===== src/rtl/usb_pkg.sv =====
// Shared USB definitions: PID values, CRC16 constants and TX FSM encoding.
// Pulled into the TX stage and the CRC16 byte helper.
package usb_pkg;

    localparam logic [7:0] PID_DATA0 = 8'hC3;
    localparam logic [7:0] PID_DATA1 = 8'h4B;
    localparam logic [7:0] PID_DATA2 = 8'h87;
    localparam logic [7:0] PID_MDATA = 8'h0F;
    localparam logic [7:0] PID_ACK   = 8'hD2;
    localparam logic [7:0] PID_NAK   = 8'h5A;

    localparam logic [15:0] CRC16_INIT   = 16'hFFFF;
    localparam logic [15:0] CRC16_POLY_R = 16'hA001;

    typedef enum logic [2:0] {
        ST_IDLE,
        ST_DATA,
        ST_CRC_LO,
        ST_CRC_HI,
        ST_GAP
    } tx_state_e;

    function automatic logic pid_is_data(input logic [7:0] pid);
        logic r;
        unique case (pid[3:0])
            4'h3, 4'hB, 4'h7, 4'hF: r = 1'b1;
            default:                r = 1'b0;
        endcase
        return r;
    endfunction

endpackage


===== src/rtl/usb_crc16_byte.sv =====
// One-byte step of the reflected USB CRC16 (x^16+x^15+x^2+1).
// Purely combinational; data bits are consumed LSB first.
module usb_crc16_byte
    import usb_pkg::*;
(
    input  logic [15:0] crc,
    input  logic [7:0]  data,
    output logic [15:0] next_crc
);

    logic [15:0] c;

    always_comb begin
        c = crc;
        for (int i = 0; i < 8; i++) begin
            if (c[0] ^ data[i]) begin
                c = (c >> 1) ^ CRC16_POLY_R;
            end else begin
                c = c >> 1;
            end
        end
        next_crc = c;
    end

endmodule


===== src/rtl/utmi_tx_t.sv =====
// UTMI transmit stage: PID + payload + optional inverted CRC16, then IPG.
// CRC append is built only when UTMI_TX_T_CRC16_EN is defined.
module utmi_tx_t
    import usb_pkg::*;
#(
    parameter int IPG_CYCLES = 8
) (
    input  logic       i_utmi_tx_t_clk,
    input  logic       i_utmi_tx_t_rst_n,
    input  logic       i_utmi_tx_t_lp_sop,
    input  logic       i_utmi_tx_t_lp_eop,
    input  logic       i_utmi_tx_t_lp_valid,
    input  logic [7:0] i_utmi_tx_t_lp_data,
    input  logic       i_utmi_tx_t_lp_cancle,
    input  logic       i_utmi_tx_t_txready,
    output logic       o_utmi_tx_t_lp_ready,
    output logic       o_utmi_tx_t_txvalid,
    output logic [7:0] o_utmi_tx_t_dataout,
    output logic       o_utmi_tx_t_done,
    output logic       o_utmi_tx_t_abort,
    output logic       o_utmi_tx_t_busy
);

    localparam logic [7:0] GAP_LOAD = 8'(IPG_CYCLES - 1);

    tx_state_e   state_q, state_d;
    logic        txvalid_q, txvalid_d;
    logic [7:0]  dataout_q, dataout_d;
    logic        is_data_q, is_data_d;
    logic        last_q, last_d;
    logic [7:0]  gap_q, gap_d;
    logic        done_q, done_d;
    logic        abort_q, abort_d;
    logic        run_q;

    logic        lp_ready;
    logic        lp_acc;
    logic        phy_acc;
    logic        cancle;
    logic        pid_data;
    logic [7:0]  crc_lo_b;
    logic [7:0]  crc_hi_b;

    assign cancle  = i_utmi_tx_t_lp_cancle;
    assign lp_ready = run_q & ((state_q == ST_IDLE) |
                     ((state_q == ST_DATA) &
                      (~txvalid_q | i_utmi_tx_t_txready)));
    assign lp_acc  = i_utmi_tx_t_lp_valid & lp_ready;
    assign phy_acc = txvalid_q & i_utmi_tx_t_txready;

`ifdef UTMI_TX_T_CRC16_EN
    logic [15:0] crc_q;
    logic [15:0] crc_upd;
    logic        ld_pid;
    logic        ld_byte;

    usb_crc16_byte u_crc (
        .crc      (crc_q),
        .data     (i_utmi_tx_t_lp_data),
        .next_crc (crc_upd)
    );

    assign ld_pid  = (state_q == ST_IDLE) & lp_acc & i_utmi_tx_t_lp_sop;
    assign ld_byte = (state_q == ST_DATA) & lp_acc & ~cancle & ~last_q;
    assign pid_data = pid_is_data(i_utmi_tx_t_lp_data);
    assign crc_lo_b = ~crc_q[7:0];
    assign crc_hi_b = ~crc_q[15:8];

    always_ff @(posedge i_utmi_tx_t_clk or negedge i_utmi_tx_t_rst_n) begin
        if (!i_utmi_tx_t_rst_n) begin
            crc_q <= CRC16_INIT;
        end else if (ld_pid) begin
            crc_q <= CRC16_INIT;
        end else if (ld_byte) begin
            crc_q <= crc_upd;
        end
    end
`else
    assign pid_data = 1'b0;
    assign crc_lo_b = 8'h00;
    assign crc_hi_b = 8'h00;
`endif

    always_comb begin
        state_d   = state_q;
        txvalid_d = txvalid_q;
        dataout_d = dataout_q;
        is_data_d = is_data_q;
        last_d    = last_q;
        gap_d     = gap_q;
        done_d    = 1'b0;
        abort_d   = 1'b0;
        unique case (state_q)
            ST_IDLE: begin
                if (lp_acc && i_utmi_tx_t_lp_sop) begin
                    dataout_d = i_utmi_tx_t_lp_data;
                    txvalid_d = 1'b1;
                    is_data_d = pid_data;
                    last_d    = 1'b0;
                    state_d   = ST_DATA;
                    if (i_utmi_tx_t_lp_eop) begin
                        if (pid_data) state_d = ST_CRC_LO;
                        else          last_d  = 1'b1;
                    end
                end
            end
            ST_DATA: begin
                if (cancle) begin
                    txvalid_d = 1'b0;
                    abort_d   = 1'b1;
                    last_d    = 1'b0;
                    gap_d     = GAP_LOAD;
                    state_d   = ST_GAP;
                end else if (last_q) begin
                    // Bytes offered while the final byte drains are dropped.
                    if (phy_acc) begin
                        txvalid_d = 1'b0;
                        done_d    = 1'b1;
                        last_d    = 1'b0;
                        gap_d     = GAP_LOAD;
                        state_d   = ST_GAP;
                    end
                end else if (lp_acc) begin
                    dataout_d = i_utmi_tx_t_lp_data;
                    txvalid_d = 1'b1;
                    if (i_utmi_tx_t_lp_eop) begin
                        if (is_data_q) state_d = ST_CRC_LO;
                        else           last_d  = 1'b1;
                    end
                end else if (phy_acc) begin
                    txvalid_d = 1'b0;
                end
            end
            ST_CRC_LO: begin
                if (cancle) begin
                    txvalid_d = 1'b0;
                    abort_d   = 1'b1;
                    gap_d     = GAP_LOAD;
                    state_d   = ST_GAP;
                end else if (phy_acc) begin
                    dataout_d = crc_lo_b;
                    state_d   = ST_CRC_HI;
                end
            end
            ST_CRC_HI: begin
                if (cancle) begin
                    txvalid_d = 1'b0;
                    abort_d   = 1'b1;
                    last_d    = 1'b0;
                    gap_d     = GAP_LOAD;
                    state_d   = ST_GAP;
                end else if (phy_acc) begin
                    if (last_q) begin
                        txvalid_d = 1'b0;
                        done_d    = 1'b1;
                        last_d    = 1'b0;
                        gap_d     = GAP_LOAD;
                        state_d   = ST_GAP;
                    end else begin
                        dataout_d = crc_hi_b;
                        last_d    = 1'b1;
                    end
                end
            end
            ST_GAP: begin
                if (gap_q == 8'd0) state_d = ST_IDLE;
                else               gap_d   = gap_q - 8'd1;
            end
            default: state_d = ST_IDLE;
        endcase
    end

    always_ff @(posedge i_utmi_tx_t_clk or negedge i_utmi_tx_t_rst_n) begin
        if (!i_utmi_tx_t_rst_n) begin
            state_q   <= ST_IDLE;
            txvalid_q <= 1'b0;
            dataout_q <= 8'h00;
            is_data_q <= 1'b0;
            last_q    <= 1'b0;
            gap_q     <= 8'd0;
            done_q    <= 1'b0;
            abort_q   <= 1'b0;
            run_q     <= 1'b0;
        end else begin
            state_q   <= state_d;
            txvalid_q <= txvalid_d;
            dataout_q <= dataout_d;
            is_data_q <= is_data_d;
            last_q    <= last_d;
            gap_q     <= gap_d;
            done_q    <= done_d;
            abort_q   <= abort_d;
            run_q     <= 1'b1;
        end
    end

    assign o_utmi_tx_t_lp_ready = lp_ready;
    assign o_utmi_tx_t_txvalid  = txvalid_q;
    assign o_utmi_tx_t_dataout  = dataout_q;
    assign o_utmi_tx_t_done     = done_q;
    assign o_utmi_tx_t_abort    = abort_q;
    assign o_utmi_tx_t_busy     = (state_q != ST_IDLE);

endmodule


===== config.mk =====
export PLATFORM = sky130hd
export DESIGN_NAME = utmi_tx_t
export DESIGN_NICKNAME = d
export VERILOG_FILES = /design/src/rtl/usb_pkg.sv /design/src/rtl/usb_crc16_byte.sv /design/src/rtl/utmi_tx_t.sv
export SDC_FILE = /design/constraint.sdc
export NUM_CORES = 1
export LEC_CHECK = 0
export CAP_MARGIN = 10
export CORE_ASPECT_RATIO = 1.1
export CORE_UTILIZATION = 53
export CTS_CLUSTER_SIZE = 16
export DETAILED_ROUTE_END_ITERATION = 12
export PLACE_DENSITY = 0.83
export SLEW_MARGIN = 20
export SYNTH_ARGS = -nofsm -noshare
export SYNTH_HDL_FRONTEND = slang
export SYNTH_SLANG_ARGS = --single-unit
export TNS_END_PERCENT = 30

===== constraint.sdc =====
create_clock -name i_utmi_tx_t_clk -period 3.5 [get_ports i_utmi_tx_t_clk]
set_clock_uncertainty 0.15 [all_clocks]
set_input_delay 0.525 -clock i_utmi_tx_t_clk [delete_from_list [all_inputs] [get_ports i_utmi_tx_t_clk]]
set_output_delay 0.525 -clock i_utmi_tx_t_clk [all_outputs]
set_load 0.005 [all_outputs]

Yosys cells after proc, flatten, opt, wreduce, memory -nomap -nowiden. Index checks and enable logic that the tools add are counted.

Register bits after elaboration: 24. Bits of input ports: 15. Output and inout bits: 13. Word-level logic and storage cells: 112.

Add/subtract/negate cells: 1. Equality and inequality tests: 24. Muxes and demuxes: 59. Bitwise operators: 7. Reduce and logical (&&, ||, !) cells: 13.

Operators with widths (count): 2-to-1 mux 8 bit (17); one-hot mux 8 bit (4 select lines) (2); 2-to-1 mux 3 bit (10); 2-to-1 mux 1 bit (26); inequality test 2 bit (second input constant) (11); inequality test 3 bit (second input constant) (5); one-hot mux 3 bit (5 select lines) (1); inequality test 4 bit (second input constant) (3); AND reduction 10 bit (1); AND reduction 9 bit (1); logical NOT 8 bit (1); nonzero test 4 bit (2); subtractor 8 x 1 -> 8 bit (second input constant) (1); AND reduction 7 bit (1); == test 3 x 2 -> 1 bit (second input constant) (2); nonzero test 3 bit (2); AND reduction 5 bit (1); bitwise AND 1 bit (4); one-hot mux 1 bit (4 select lines) (1); == test 3 x 1 -> 1 bit (second input constant) (1); == test 3 bit (second input constant) (1); logical NOT 3 bit (1); one-hot mux 1 bit (3 select lines) (1); AND reduction 3 bit (1); 6 further kinds (7).

Depth between registers and ports, before layout.
Depth after elaboration: 10. Mapped depth: 6. Depth with buffers taken out: 6.

Worst setup path before layout. OpenSTA, ideal clock, no wires.

Kind: register to register. Start point: register gap_q[2]. End point: register gap_q[5]. Library setup time: 78 ps. Arrival: 1641 ps. Required time: 3272 ps. Setup slack: 1631 ps. Cell stages (with the launch flop): 5. Buffers on the path: 0. Clock period less this slack: 1869 ps. Cell sequence: dfrtp_1 > or4_4 > a211o_1 > or3_1 > a21oi_1.

Longest elaborated chain between the ends: 3. Elaborated cells between the ends (all ways): 6. Those cells by class: 1 x add/sub; 1 x eq/ne; 2 x mux; 2 x reduce/logical.

Ends and longest elaborated chain: from (decl) (RTL line utmi_tx_t.sv:31) `logic [7:0] gap_q, gap_d;`; from (signal assigned) (RTL line utmi_tx_t.sv:190) `gap_q <= gap_d;`; subtractor 8 x 1 -> 8 bit or logical NOT 8 bit (tied branches) (RTL line utmi_tx_t.sv:167, utmi_tx_t.sv:166); 2-to-1 mux 8 bit or inequality test 2 bit (tied branches); one-hot mux 8 bit (4 select lines) or AND reduction 7 bit (tied branches).

Parallel ways exist; a longest one is shown, timed or not. The select of a mux whose other input is x is not followed. A chain may end at the register's enable or synchronous reset.

Worst setup path after layout.
Start point: input port i_utmi_tx_t_txready. End point: output port o_utmi_tx_t_lp_ready.

Longest elaborated chain between the ends: 4.

Ends and longest elaborated chain: from (decl) (RTL line utmi_tx_t.sv:15) `input logic i_utmi_tx_t_txready,`; bitwise OR 1 bit (RTL line utmi_tx_t.sv:47) `(~txvalid_q | i_utmi_tx_t_txready)));`; bitwise AND 1 bit (RTL line utmi_tx_t.sv:46) `((state_q == ST_DATA) &`; bitwise OR 1 bit (RTL line utmi_tx_t.sv:45) `assign lp_ready = run_q & ((state_q == ST_IDLE) |`; bitwise AND 1 bit (RTL line utmi_tx_t.sv:45); to (decl) (RTL line utmi_tx_t.sv:16) `output logic o_utmi_tx_t_lp_ready,`.

No other way between the ends.

==> impl_metrics.ini <==
[status]
status = finished clean

[synth]
synth_cells = 133
syn_nets = 149
ys_seq_elements = 24
synthArstFlopShare_pct = 100
yosysSeqAreaShare_pct = 47.1
syn_area_sq_um = 1280
synth_warnings = 0
synth_area_per_cell_sq_um = 9.60
synth-edff-count = 0
yosysUniqueCellTypes = 43
synthFlopType = dfrtp_1

[route]
vias = 1111
wire_per_inst_um = 13.3
drt-total-wl_um = 2540
drt_iter0_markers = 18
via_per_inst = 5.82
firstDrtPassIters = 6
drc = 0
ant_nets = 0

[floorplan]
start_util_pct = 56.7
dieArea_sq_um = 2610
io_pins = 28
core_area_sq_um = 2250
fp-row-count = 18
fp.dieW_um = 48.8
die_h_um = 53.5

[setup_path]
cp.arrival_ns = 1.95
rr_worst_depth = 6
critPathKind = in2out
critPathRequiredTime_ns = 2.82
rrSetupSlack_ns = 1.36
slowest_stage = clkdlybuf4s50_1
worst-path-max-fanout = 6
endpoint_kind = primary output
r2r_end = gap_q[2]$_DFFE_PN0P_
critPathMostFrequentCell = clkdlybuf4s50_1
startpoint_type = input pin
worst_path_largest_cell_delay_ns = 0.56
crit_chain = clkdlybuf4s50_1 -> nand3b_1 -> and3_1 -> clkdlybuf4s50_1
worstReg2RegStart = gap_q[0]$_DFFE_PN0P_

[layout]
drive_gt1_share_pct = 8.07
layout.nets = 178
final_common_cell = clkdlybuf4s50_1
n_antenna_cell = 0
area_growth_pct = 26.0
final_core_util_pct = 71.4
final_cell_mix = clkdlybuf4s50_1, dfrtp_1, inv_1

[sta]
finalHoldViolCount = 0
slew_violations = 0
fin_ws_ns = 0.874
worst_pin_slew_ns = 0.637
fin_hold_ws_ns = 0.0127
clock.fmax_mhz = 381
setup_violations = 0
rsz0062_at_grt = no
tns_ns = 0
min_period_ns = 2.63
period_share_pct = 75.0
max_slew_margin_pct = 57.4

[clock_tree]
ctsResizeCount = 0
cts_root_buf = clkbuf_4
htreeDepth = 1
clk_latency_ns = 0.31
clk_pin_slew_worst_paths_ns = 0.13
numCtsBuffers = 3
cts_tree = built
cts_setup_buffers = 0
postCtsHoldBufs = 0
cts.sinks = 24
cts_max_path_buffers = 2

[hold_path]
hp-class = in2async

[grt]
track_usage_pct = 21.8
global_route.overflow_total = 0
grt_max_degree = 25
grt_pass1_wl_um = 4320
grt_pass1_vias = 999
gr-usage-met2_pct = 38.7
antenna_found_initial = 0
grt.busiest_layer = met2
met1_usage_pct = 27.1
grt_use_met3_pct = 3.45

[power_and_ir_drop]
peakVddDrop_uv = 507
p_leak_uw = 0.000703
power.density_nw_per_um2 = 710
total_power_uw = 1140

[place]
port_buffers = 27
gp_congestion = 0.828
dp_hpwl_um = 1840
place_ws_ns = 0.898

[flow_run]
drv_cap = 0
[registers in the layout, summed over array words and instances (netlist names)]
signal,cells
o_utmi_tx_t_dataout,8
gap_q,8
state_q,3
run_q,1
o_utmi_tx_t_abort,1
last_q,1
o_utmi_tx_t_done,1
o_utmi_tx_t_txvalid,1
[worst max path at each step]
stage                               startpoint                    to  slack (ns)  cells after the start
after CTS                  i_utmi_tx_t_txready  o_utmi_tx_t_lp_ready        0.87                      4
after floorplan           gap_q[2]$_DFFE_PN0P_  gap_q[5]$_DFFE_PN0P_        1.63                      4
final                      i_utmi_tx_t_txready  o_utmi_tx_t_lp_ready        0.87                      4
after global routing       i_utmi_tx_t_txready  o_utmi_tx_t_lp_ready        0.82                      4
after global placement     i_utmi_tx_t_txready  o_utmi_tx_t_lp_ready        0.91                      4
after detailed placement   i_utmi_tx_t_txready  o_utmi_tx_t_lp_ready        0.90                      4
[per-layer routing]
layer	up-vias	part of all wire (%)	wire [um]
met5	-	0	0
met4	0	1.5	37
met3	5	5.5	140
met2	43	49	1260
met1	526	44	1110
li1	537	-	-
[layout make-up]
| type | instances | area, sq um |
|---|---|---|
| fillers | 173 | 644 |
| multi-input cells | 92 | 612 |
| flip-flops and latches | 24 | 601 |
| repair buffers | 28 | 273 |
| inverters | 13 | 48.8 |
| well taps | 30 | 37.5 |
| clock buffers | 4 | 36.3 |
[worst max-delay path: cells and delay by family]
| kind | cells | cell delay, ns |
|---|---|---|
| buffers and inverters | 2 | 1.05 |
| and+or+nand+nor | 2 | 0.38 |
[logic make-up (layout without fill, tap and decap cells)]
| group | Yosys count | after routing | share of synthesized area [%] |
|---|---|---|---|
| other cells | 1 | 1 | 0.294 |
| flops | 24 | 24 | 47.1 |
| mux | 8 | 8 | 6.27 |
| xor+xnor | 3 | 3 | 2.06 |
| compound gates | 30 | 30 | 15.9 |
| simple gates | 49 | 49 | 22.5 |
| buf+inv | 17 | 45 | 5.00 |
| fa+ha+maj | 1 | 1 | 0.980 |
[Yosys cell counts, drive strengths merged (2+ instances only)]
master | number | area (sq um)
dfrtp | 24 | 601
inv | 13 | 48.8
nand2 | 10 | 37.5
mux2i | 8 | 80.1
a21oi | 7 | 35.0
nor2 | 7 | 26.3
o21ai | 7 | 35.0
nor3 | 6 | 41.3
or3 | 5 | 32.5
a31oi | 4 | 25.0
clkbuf | 3 | 11.3
nand2b | 3 | 18.8
nor3b | 3 | 22.5
a211oi | 2 | 15.0
nand3 | 2 | 10.0
nor4 | 2 | 12.5
or2 | 2 | 12.5
or4 | 2 | 18.8
xor2 | 2 | 17.5
[through the flow]
step                cells  area (sq um)
global placement      187          1580
CTS                   191          1610
finish                191          1610
floorplan             133          1280
global route          191          1610
detailed placement    187          1580
[power breakdown]
part           internal (uW)  switching (uW)
Sequential               383             116
Combinational            280             218
Clock                   63.6            80.8
Total                    726             415
Note: power is estimated with default switching activity, not from simulation.
